`config.mk`:
```
export PLATFORM = sky130hd
export DESIGN_NAME = ram_arbiter_flat
export DESIGN_NICKNAME = d
export VERILOG_FILES = /design/src/rtl/ram_arbiter_if.sv /design/src/rtl/ram_arbiter.sv /design/src/flat_wrapper.sv
export SDC_FILE = /design/constraint.sdc
export NUM_CORES = 1
export LEC_CHECK = 0
export ABC_CLOCK_PERIOD_IN_PS = 8480
export CAP_MARGIN = 20
export CORE_ASPECT_RATIO = 1.75
export CORE_MARGIN = 4
export CORE_UTILIZATION = 34
export CTS_BUF_LIST = sky130_fd_sc_hd__clkbuf_4 sky130_fd_sc_hd__clkbuf_8
export CTS_CLUSTER_DIAMETER = 60
export CTS_CLUSTER_SIZE = 40
export DETAILED_ROUTE_END_ITERATION = 12
export GPL_TIMING_DRIVEN = 0
export PLACE_DENSITY_LB_ADDON = 0.3
export SYNTH_ARGS = -nofsm -noshare
export SYNTH_HDL_FRONTEND = slang
export SYNTH_SLANG_ARGS = --single-unit
```
`constraint.sdc`:
```
create_clock -name clk -period 8.48 [get_ports clk]
set_input_delay 2.544 -clock clk [delete_from_list [all_inputs] [get_ports clk]]
set_output_delay 2.544 -clock clk [all_outputs]
set_load 0.005 [all_outputs]
```
`src/rtl/ram_arbiter_if.sv`:
```
// rtl/ram_arbiter_if.sv - two-requester RAM arbiter bus bundle
// Purpose: groups both requester ports and the RAM-side port of ram_arbiter.
// Signals:
//   req0/1, we0/1, addr0/1, wdata0/1, be0/1 : requester commands (held until ready)
//   ready0/1, rvalid0/1, rdata0/1           : per-port accept / read-return
//   ram_d, ram_ad, ram_we                   : arbiter to RAM
//   ram_q                                   : RAM registered read data
//   busy                                    : arbiter not in IDLE
// Modports: slave = arbiter side, master = requesters plus RAM side.
interface ram_arbiter_if #(
  parameter int WORD  = 4,
  parameter int WIDTH = 8
);
  localparam int DW = WORD * WIDTH;

  logic            req0;
  logic            req1;
  logic            we0;
  logic            we1;
  logic [DW-1:0]   addr0;
  logic [DW-1:0]   addr1;
  logic [DW-1:0]   wdata0;
  logic [DW-1:0]   wdata1;
  logic [WORD-1:0] be0;
  logic [WORD-1:0] be1;
  logic            ready0;
  logic            ready1;
  logic            rvalid0;
  logic            rvalid1;
  logic [DW-1:0]   rdata0;
  logic [DW-1:0]   rdata1;
  logic [DW-1:0]   ram_d;
  logic [DW-1:0]   ram_ad;
  logic            ram_we;
  logic [DW-1:0]   ram_q;
  logic            busy;

  modport slave (
    input  req0, req1, we0, we1, addr0, addr1, wdata0, wdata1, be0, be1, ram_q,
    output ready0, ready1, rvalid0, rvalid1, rdata0, rdata1,
    output ram_d, ram_ad, ram_we, busy
  );

  modport master (
    output req0, req1, we0, we1, addr0, addr1, wdata0, wdata1, be0, be1, ram_q,
    input  ready0, ready1, rvalid0, rvalid1, rdata0, rdata1,
    input  ram_d, ram_ad, ram_we, busy
  );
endinterface

```
`src/rtl/ram_arbiter.sv`:
```
// rtl/ram_arbiter.sv - round-robin two-port arbiter in front of a single-port RAM
// Purpose: shares one registered-read RAM between port 0 (CPU data) and
//   port 1 (loader/debug). Reads take one extra cycle (RD_WAIT), full-word
//   writes complete in the accept cycle, partial writes do read-modify-write
//   (RMW), and an all-zero byte enable write is acknowledged without touching RAM.
// Ports:
//   clk   : single clock, all state on rising edge
//   reset : synchronous, active-high
//   bus   : ram_arbiter_if.slave (requester ports, RAM port, busy)
module ram_arbiter #(
  parameter int WORD       = 4,
  parameter int WIDTH      = 8,
  parameter int ADDR_WIDTH = 10
) (
  input  logic          clk,
  input  logic          reset,
  ram_arbiter_if.slave  bus
);
  localparam int DW = WORD * WIDTH;

  // ADDR_WIDTH only sizes the external RAM; the arbiter passes addresses through.
  if (ADDR_WIDTH < 1) begin : g_addr_width_unused
  end

  typedef enum logic [1:0] {IDLE, RD_WAIT, RMW} state_t;

  state_t          state, state_nx;
  logic            last_grant, last_grant_nx;
  logic            rd_port, rd_port_nx;
  logic            latch_en;
  logic [DW-1:0]   lat_addr;
  logic [DW-1:0]   lat_wdata;
  logic [WORD-1:0] lat_be;

  // Arbitration: a lone requester wins; on a tie the port not granted last wins.
  logic            win_valid;
  logic            win;
  logic            sel_we;
  logic [DW-1:0]   sel_addr;
  logic [DW-1:0]   sel_wdata;
  logic [WORD-1:0] sel_be;
  logic [DW-1:0]   merged;

  always_comb begin
    win_valid = bus.req0 | bus.req1;
    win       = (bus.req0 && bus.req1) ? ~last_grant : bus.req1;
    sel_we    = win ? bus.we1    : bus.we0;
    sel_addr  = win ? bus.addr1  : bus.addr0;
    sel_wdata = win ? bus.wdata1 : bus.wdata0;
    sel_be    = win ? bus.be1    : bus.be0;
  end

  // RMW merge: ram_q holds the old word read during the accept cycle.
  always_comb begin
    merged = bus.ram_q;
    for (int i = 0; i < WORD; i++) begin
      if (lat_be[i]) merged[i*WIDTH +: WIDTH] = lat_wdata[i*WIDTH +: WIDTH];
    end
  end

  assign bus.rdata0 = bus.ram_q;
  assign bus.rdata1 = bus.ram_q;

  always_comb begin
    state_nx      = state;
    last_grant_nx = last_grant;
    rd_port_nx    = rd_port;
    latch_en      = 1'b0;
    bus.ready0    = 1'b0;
    bus.ready1    = 1'b0;
    bus.rvalid0   = 1'b0;
    bus.rvalid1   = 1'b0;
    bus.ram_d     = '0;
    bus.ram_ad    = '0;
    bus.ram_we    = 1'b0;
    bus.busy      = 1'b0;
    // Reset masks every output, which also aborts an in-flight RD_WAIT/RMW.
    if (!reset) begin
      bus.busy = (state != IDLE);
      case (state)
        IDLE: begin
          if (win_valid) begin
            bus.ready0    = ~win;
            bus.ready1    = win;
            last_grant_nx = win;
            bus.ram_ad    = sel_addr;
            if (!sel_we) begin
              rd_port_nx = win;
              state_nx   = RD_WAIT;
            end else if (&sel_be) begin
              bus.ram_we = 1'b1;
              bus.ram_d  = sel_wdata;
            end else if (|sel_be) begin
              // Accept cycle doubles as the read of the old word.
              latch_en = 1'b1;
              state_nx = RMW;
            end
          end
        end
        RD_WAIT: begin
          bus.rvalid0 = ~rd_port;
          bus.rvalid1 = rd_port;
          state_nx    = IDLE;
        end
        RMW: begin
          bus.ram_ad = lat_addr;
          bus.ram_we = 1'b1;
          bus.ram_d  = merged;
          state_nx   = IDLE;
        end
        default: state_nx = IDLE;
      endcase
    end
  end

  always_ff @(posedge clk) begin
    if (reset) begin
      state      <= IDLE;
      last_grant <= 1'b1;
      rd_port    <= 1'b0;
    end else begin
      state      <= state_nx;
      last_grant <= last_grant_nx;
      rd_port    <= rd_port_nx;
    end
  end

  always_ff @(posedge clk) begin
    if (latch_en) begin
      lat_addr  <= sel_addr;
      lat_wdata <= sel_wdata;
      lat_be    <= sel_be;
    end
  end
endmodule

```
`src/flat_wrapper.sv`:
```
// flat-port wrapper written by rule: the top's interface ports become plain ports
module ram_arbiter_flat 
#(
  parameter int WORD       = 4,
  parameter int WIDTH      = 8,
  parameter int ADDR_WIDTH = 10
)
  (clk, reset, bus_req0, bus_req1, bus_we0, bus_we1, bus_addr0, bus_addr1, bus_wdata0, bus_wdata1, bus_be0, bus_be1, bus_ram_q, bus_ready0, bus_ready1, bus_rvalid0, bus_rvalid1, bus_rdata0, bus_rdata1, bus_ram_d, bus_ram_ad, bus_ram_we, bus_busy);
  ram_arbiter_if #(.WORD(WORD), .WIDTH(WIDTH)) bus_i ();
  input  logic clk;
  input  logic reset;
  input wire logic [$bits(bus_i.req0)-1:0] bus_req0;
  input wire logic [$bits(bus_i.req1)-1:0] bus_req1;
  input wire logic [$bits(bus_i.we0)-1:0] bus_we0;
  input wire logic [$bits(bus_i.we1)-1:0] bus_we1;
  input wire logic [$bits(bus_i.addr0)-1:0] bus_addr0;
  input wire logic [$bits(bus_i.addr1)-1:0] bus_addr1;
  input wire logic [$bits(bus_i.wdata0)-1:0] bus_wdata0;
  input wire logic [$bits(bus_i.wdata1)-1:0] bus_wdata1;
  input wire logic [$bits(bus_i.be0)-1:0] bus_be0;
  input wire logic [$bits(bus_i.be1)-1:0] bus_be1;
  input wire logic [$bits(bus_i.ram_q)-1:0] bus_ram_q;
  output wire logic [$bits(bus_i.ready0)-1:0] bus_ready0;
  output wire logic [$bits(bus_i.ready1)-1:0] bus_ready1;
  output wire logic [$bits(bus_i.rvalid0)-1:0] bus_rvalid0;
  output wire logic [$bits(bus_i.rvalid1)-1:0] bus_rvalid1;
  output wire logic [$bits(bus_i.rdata0)-1:0] bus_rdata0;
  output wire logic [$bits(bus_i.rdata1)-1:0] bus_rdata1;
  output wire logic [$bits(bus_i.ram_d)-1:0] bus_ram_d;
  output wire logic [$bits(bus_i.ram_ad)-1:0] bus_ram_ad;
  output wire logic [$bits(bus_i.ram_we)-1:0] bus_ram_we;
  output wire logic [$bits(bus_i.busy)-1:0] bus_busy;
  assign bus_i.req0 = bus_req0;
  assign bus_i.req1 = bus_req1;
  assign bus_i.we0 = bus_we0;
  assign bus_i.we1 = bus_we1;
  assign bus_i.addr0 = bus_addr0;
  assign bus_i.addr1 = bus_addr1;
  assign bus_i.wdata0 = bus_wdata0;
  assign bus_i.wdata1 = bus_wdata1;
  assign bus_i.be0 = bus_be0;
  assign bus_i.be1 = bus_be1;
  assign bus_i.ram_q = bus_ram_q;
  assign bus_ready0 = bus_i.ready0;
  assign bus_ready1 = bus_i.ready1;
  assign bus_rvalid0 = bus_i.rvalid0;
  assign bus_rvalid1 = bus_i.rvalid1;
  assign bus_rdata0 = bus_i.rdata0;
  assign bus_rdata1 = bus_i.rdata1;
  assign bus_ram_d = bus_i.ram_d;
  assign bus_ram_ad = bus_i.ram_ad;
  assign bus_ram_we = bus_i.ram_we;
  assign bus_busy = bus_i.busy;
  ram_arbiter #(.WORD(WORD), .WIDTH(WIDTH), .ADDR_WIDTH(ADDR_WIDTH)) u_core (.clk(clk), .reset(reset), .bus(bus_i));
endmodule
```
==> impl_metrics.env, run 1 <==
export IMPL_status="complete, no violations"
export IMPL_routed_wl_mm=16.99
export IMPL_dr_first_iter_drc_count=121
export IMPL_core_area_um2=14050
export IMPL_wl_per_cell_um=18.01
export IMPL_syn_num_nets=614
export IMPL_vias_per_cell=4.799
export IMPL_drive_above_1_share=0.1945
export IMPL_hold_violations=0
export IMPL_hpwl_mm=13.99
export IMPL_setup_violations=0
export IMPL_relSlewSlack=0.3997
export IMPL_slowest_delay_ps=560
export IMPL_rrSetupSlack_ps=6030
export IMPL_first_pass_iters=4
export IMPL_setup_tns_ps=0
export IMPL_timing_final_crit_share=0.8645
export IMPL_hp_class="flip-flop to flip-flop"
export IMPL_rows=57
export IMPL_grt_max_degree=21
export IMPL_hold_path_endpoint="u_core.rd_port$_SDFFE_PP0P_"
export IMPL_max_cap_violations=0
export IMPL_cpLargestDelayFamily="buffers and inverters"
export IMPL_die_x_um=98.81
export IMPL_timing_fmax_mhz=136.4
export IMPL_start_util=0.3492
export IMPL_cp_data_arrival_time_ps=4790
export IMPL_mostFrequentLayoutCells="clkdlybuf4s50_1, edfxtp_1, mux2i_1, buf_4"
export IMPL_dp_cells=927
export IMPL_slew_viol_final=0
export IMPL_grt_pass1_wl_mm=25.71
export IMPL_grt_pass1_vias=4841
export IMPL_portBuffers=306
export IMPL_synth_top_cell_area_share=0.4162
export IMPL_crit_path_frequent_cell="clkdlybuf4s50_1"
export IMPL_post_cts_buffers=0
export IMPL_die_area_um2=16490
export IMPL_r2r_start="u_core.last_grant$_SDFFE_PP1P_"
export IMPL_drc=0
export IMPL_clock_path_buffers=2
export IMPL_ys_types=39
export IMPL_antenna_found_initial=0
export IMPL_clock_latency_ps=350
export IMPL_worstPathRequired_ps=5940
export IMPL_min_from="u_core.rd_port$_SDFFE_PP0P_"
export IMPL_die_y_um=166.9
export IMPL_cts_clk_slew_worst_paths_ps=80
export IMPL_synth_area_leaders="edfxtp_1, mux2i_1, buf_4, mux2_2, a22oi_1"
export IMPL_pre_cts_ws_ps=1138
export IMPL_syn_to_final_growth_pct=73.20
export IMPL_critical_path_buf_inv_count=3
export IMPL_layout_min_cycle_time_ps=7331
export IMPL_synth_cells=440
export IMPL_layout_nets=935
export IMPL_num_vias=4525
export IMPL_cts_made_buffers=9
export IMPL_rsz0062_at_grt="no"
export IMPL_cts_hold_buffers_added=0
export IMPL_ir_worst_vdd_mv=0.08894
export IMPL_critPathCaptureType="output pin"
export IMPL_crit_path_max_fanout=10
export IMPL_power_density_nw_per_um2=128.9
export IMPL_worstRegToRegCells=8
export IMPL_yosysWarningCount=0
export IMPL_drt_antenna_violating_nets=0
export IMPL_overflow=0
export IMPL_path_class="input port to output pin"
export IMPL_critPathLaunchType="input port"
export IMPL_layout_commonest_cell="clkdlybuf4s50_1"
export IMPL_ctsResizeCount=0
export IMPL_syn_area_um2=4906
export IMPL_grtUsageTotal=0.1974
export IMPL_final_cells=943
export IMPL_synth_top_cell_by_area="edfxtp_1"
export IMPL_antenna_cells=0
export IMPL_routabilityCongestion=0.8296
export IMPL_crit_slowest_cell="clkdlybuf4s50_1"
export IMPL_ctsRootBufferMaster="clkbuf_8"
export IMPL_ios=308
export IMPL_yosys_register_bits=72
export IMPL_tightest_slew_ps=891.0
export IMPL_cellLeakagePower_nw=3.354
export IMPL_yosysSeqAreaShare=0.4325
export IMPL_r2r_end="u_core.lat_addr[7]$_DFFE_PP_"
export IMPL_synth_area_per_cell_um2=11.15
export IMPL_holdPathStages=2
export IMPL_setup_ws_ps=1149
export IMPL_cts_sinks=72
export IMPL_htreeDepth=3
export IMPL_cp_cell_sequence="clkdlybuf4s50_1, a21bo_2, nor3_2, o211ai_4, buf_6, o22ai_1, clkdlybuf4s50_1"
export IMPL_skew_ps=9.039
export IMPL_cts_tree="yes"
-- kinds of logic after synthesis --
logic type | count (synthesis) | share of synthesized area
and+or+nand+nor | 66 | 0.06733
buffers and inverters | 129 | 0.1742
AOI/OAI and AO/OA | 77 | 0.1158
muxes | 96 | 0.2102
DFF | 72 | 0.4325
-- cell type report --
| cell class | count | area [um2] |
|---|---|---|
| well taps | 177 | 221.5 |
| plain buffers | 94 | 723.2 |
| clock inverters | 7 | 110.1 |
| multi-input cells | 239 | 1942 |
| fillers | 1176 | 5553 |
| flip-flops and latches | 72 | 2122 |
| inverters | 35 | 131.4 |
| clock buffers | 9 | 123.9 |
| repair buffers | 310 | 3123 |
-- sequential cells by signal, summed over array words and instances, names as in the netlist --
register           flops
u_core.state           2
u_core.rd_port         1
u_core.lat_wdata      32
u_core.lat_addr       32
u_core.lat_be          4
u_core.last_grant      1
-- cells in the mapped netlist (all sizes together) --
cell    number
a211oi       2
a21bo        1
a21boi       1
a21oi        2
a22oi       32
and4         1
buf         89
clkbuf       5
dfxtp        4
edfxtp      68
inv         35
mux2        32
mux2i       64
nand2       15
nand4        4
nor2        36
nor3         4
nor3b        1
nor4         1
nor4b        1
o2111a       1
o211ai       2
o21ai        4
o22ai       32
or2          1
or4          2
-- through the flow --
stage | util | area, um2 | hold slack [ps] | total power, mW
finish | 0.6048 | 8497 | 530.7 | 1.095
global route | 0.6048 | 8497 | 559.1 | 1.149
CTS | 0.6048 | 8497 | 519.3 | 1.109
detailed placement | 0.5881 | 8263 | 503.5 | 0.7801
global placement | 0.5833 | 8195 | 488.2 | 0.7702
floorplan | - | 4911 | 473.1 | 0.5852
-- where the power goes --
group          switching (mW)  leakage [nW]  total, mW  internal (mW)
Clock                   0.134         0.114      0.327          0.193
Sequential            0.00715         0.656      0.422          0.415
Combinational           0.133          2.58      0.347          0.214
Total                   0.273          3.35       1.10          0.822
-- metal layers --
metal / track usage / wire length [um] / up-vias / part of all wire
li1: - / - / 2181 / -
met1: 0.1982 / 5916 / 2131 / 0.35
met2: 0.3823 / 9432 / 194 / 0.56
met3: 0.06028 / 1331 / 19 / 0.078
met4: 0.05291 / 305 / 0 / 0.018
met5: 0 / 0 / - / 0
-- worst max path at each step --
stage,from,end,slack (ps),cells past startpoint
3_3_place_gp,bus_req1,u_core.lat_wdata[5]$_DFFE_PP_,60,7
2_1_floorplan,bus_req1,u_core.lat_addr[0]$_DFFE_PP_,1970,6
4_1_cts,bus_req1,bus_ram_d[4],1130,7
3_5_place_dp,bus_req0,bus_ram_d[4],1140,7
5_1_grt,bus_req1,bus_ram_d[16],1060,8
6_report,bus_req1,bus_ram_d[4],1150,7
-- tightest hold or removal path, cell delays in order (launching register included) --
cell	delay, ps
dfxtp_1	340
o21ai_0	80
a21oi_1	70
(Power assumes the default switching activity.)
==> inputs of run 2 (changes only) <==
--- a/config.mk
+++ b/config.mk
@@ -10,8 +10,7 @@
 export CORE_ASPECT_RATIO = 1.75
 export CORE_MARGIN = 4
 export CORE_UTILIZATION = 34
-export CTS_BUF_LIST = sky130_fd_sc_hd__clkbuf_4 sky130_fd_sc_hd__clkbuf_8
-export CTS_CLUSTER_DIAMETER = 60
+export CTS_BUF_LIST = sky130_fd_sc_hd__clkbuf_8
 export CTS_CLUSTER_SIZE = 40
 export DETAILED_ROUTE_END_ITERATION = 12
 export GPL_TIMING_DRIVEN = 0
==> results of run 2 <==
No change in the layout: final DEF, timing and power equal those of run 1.
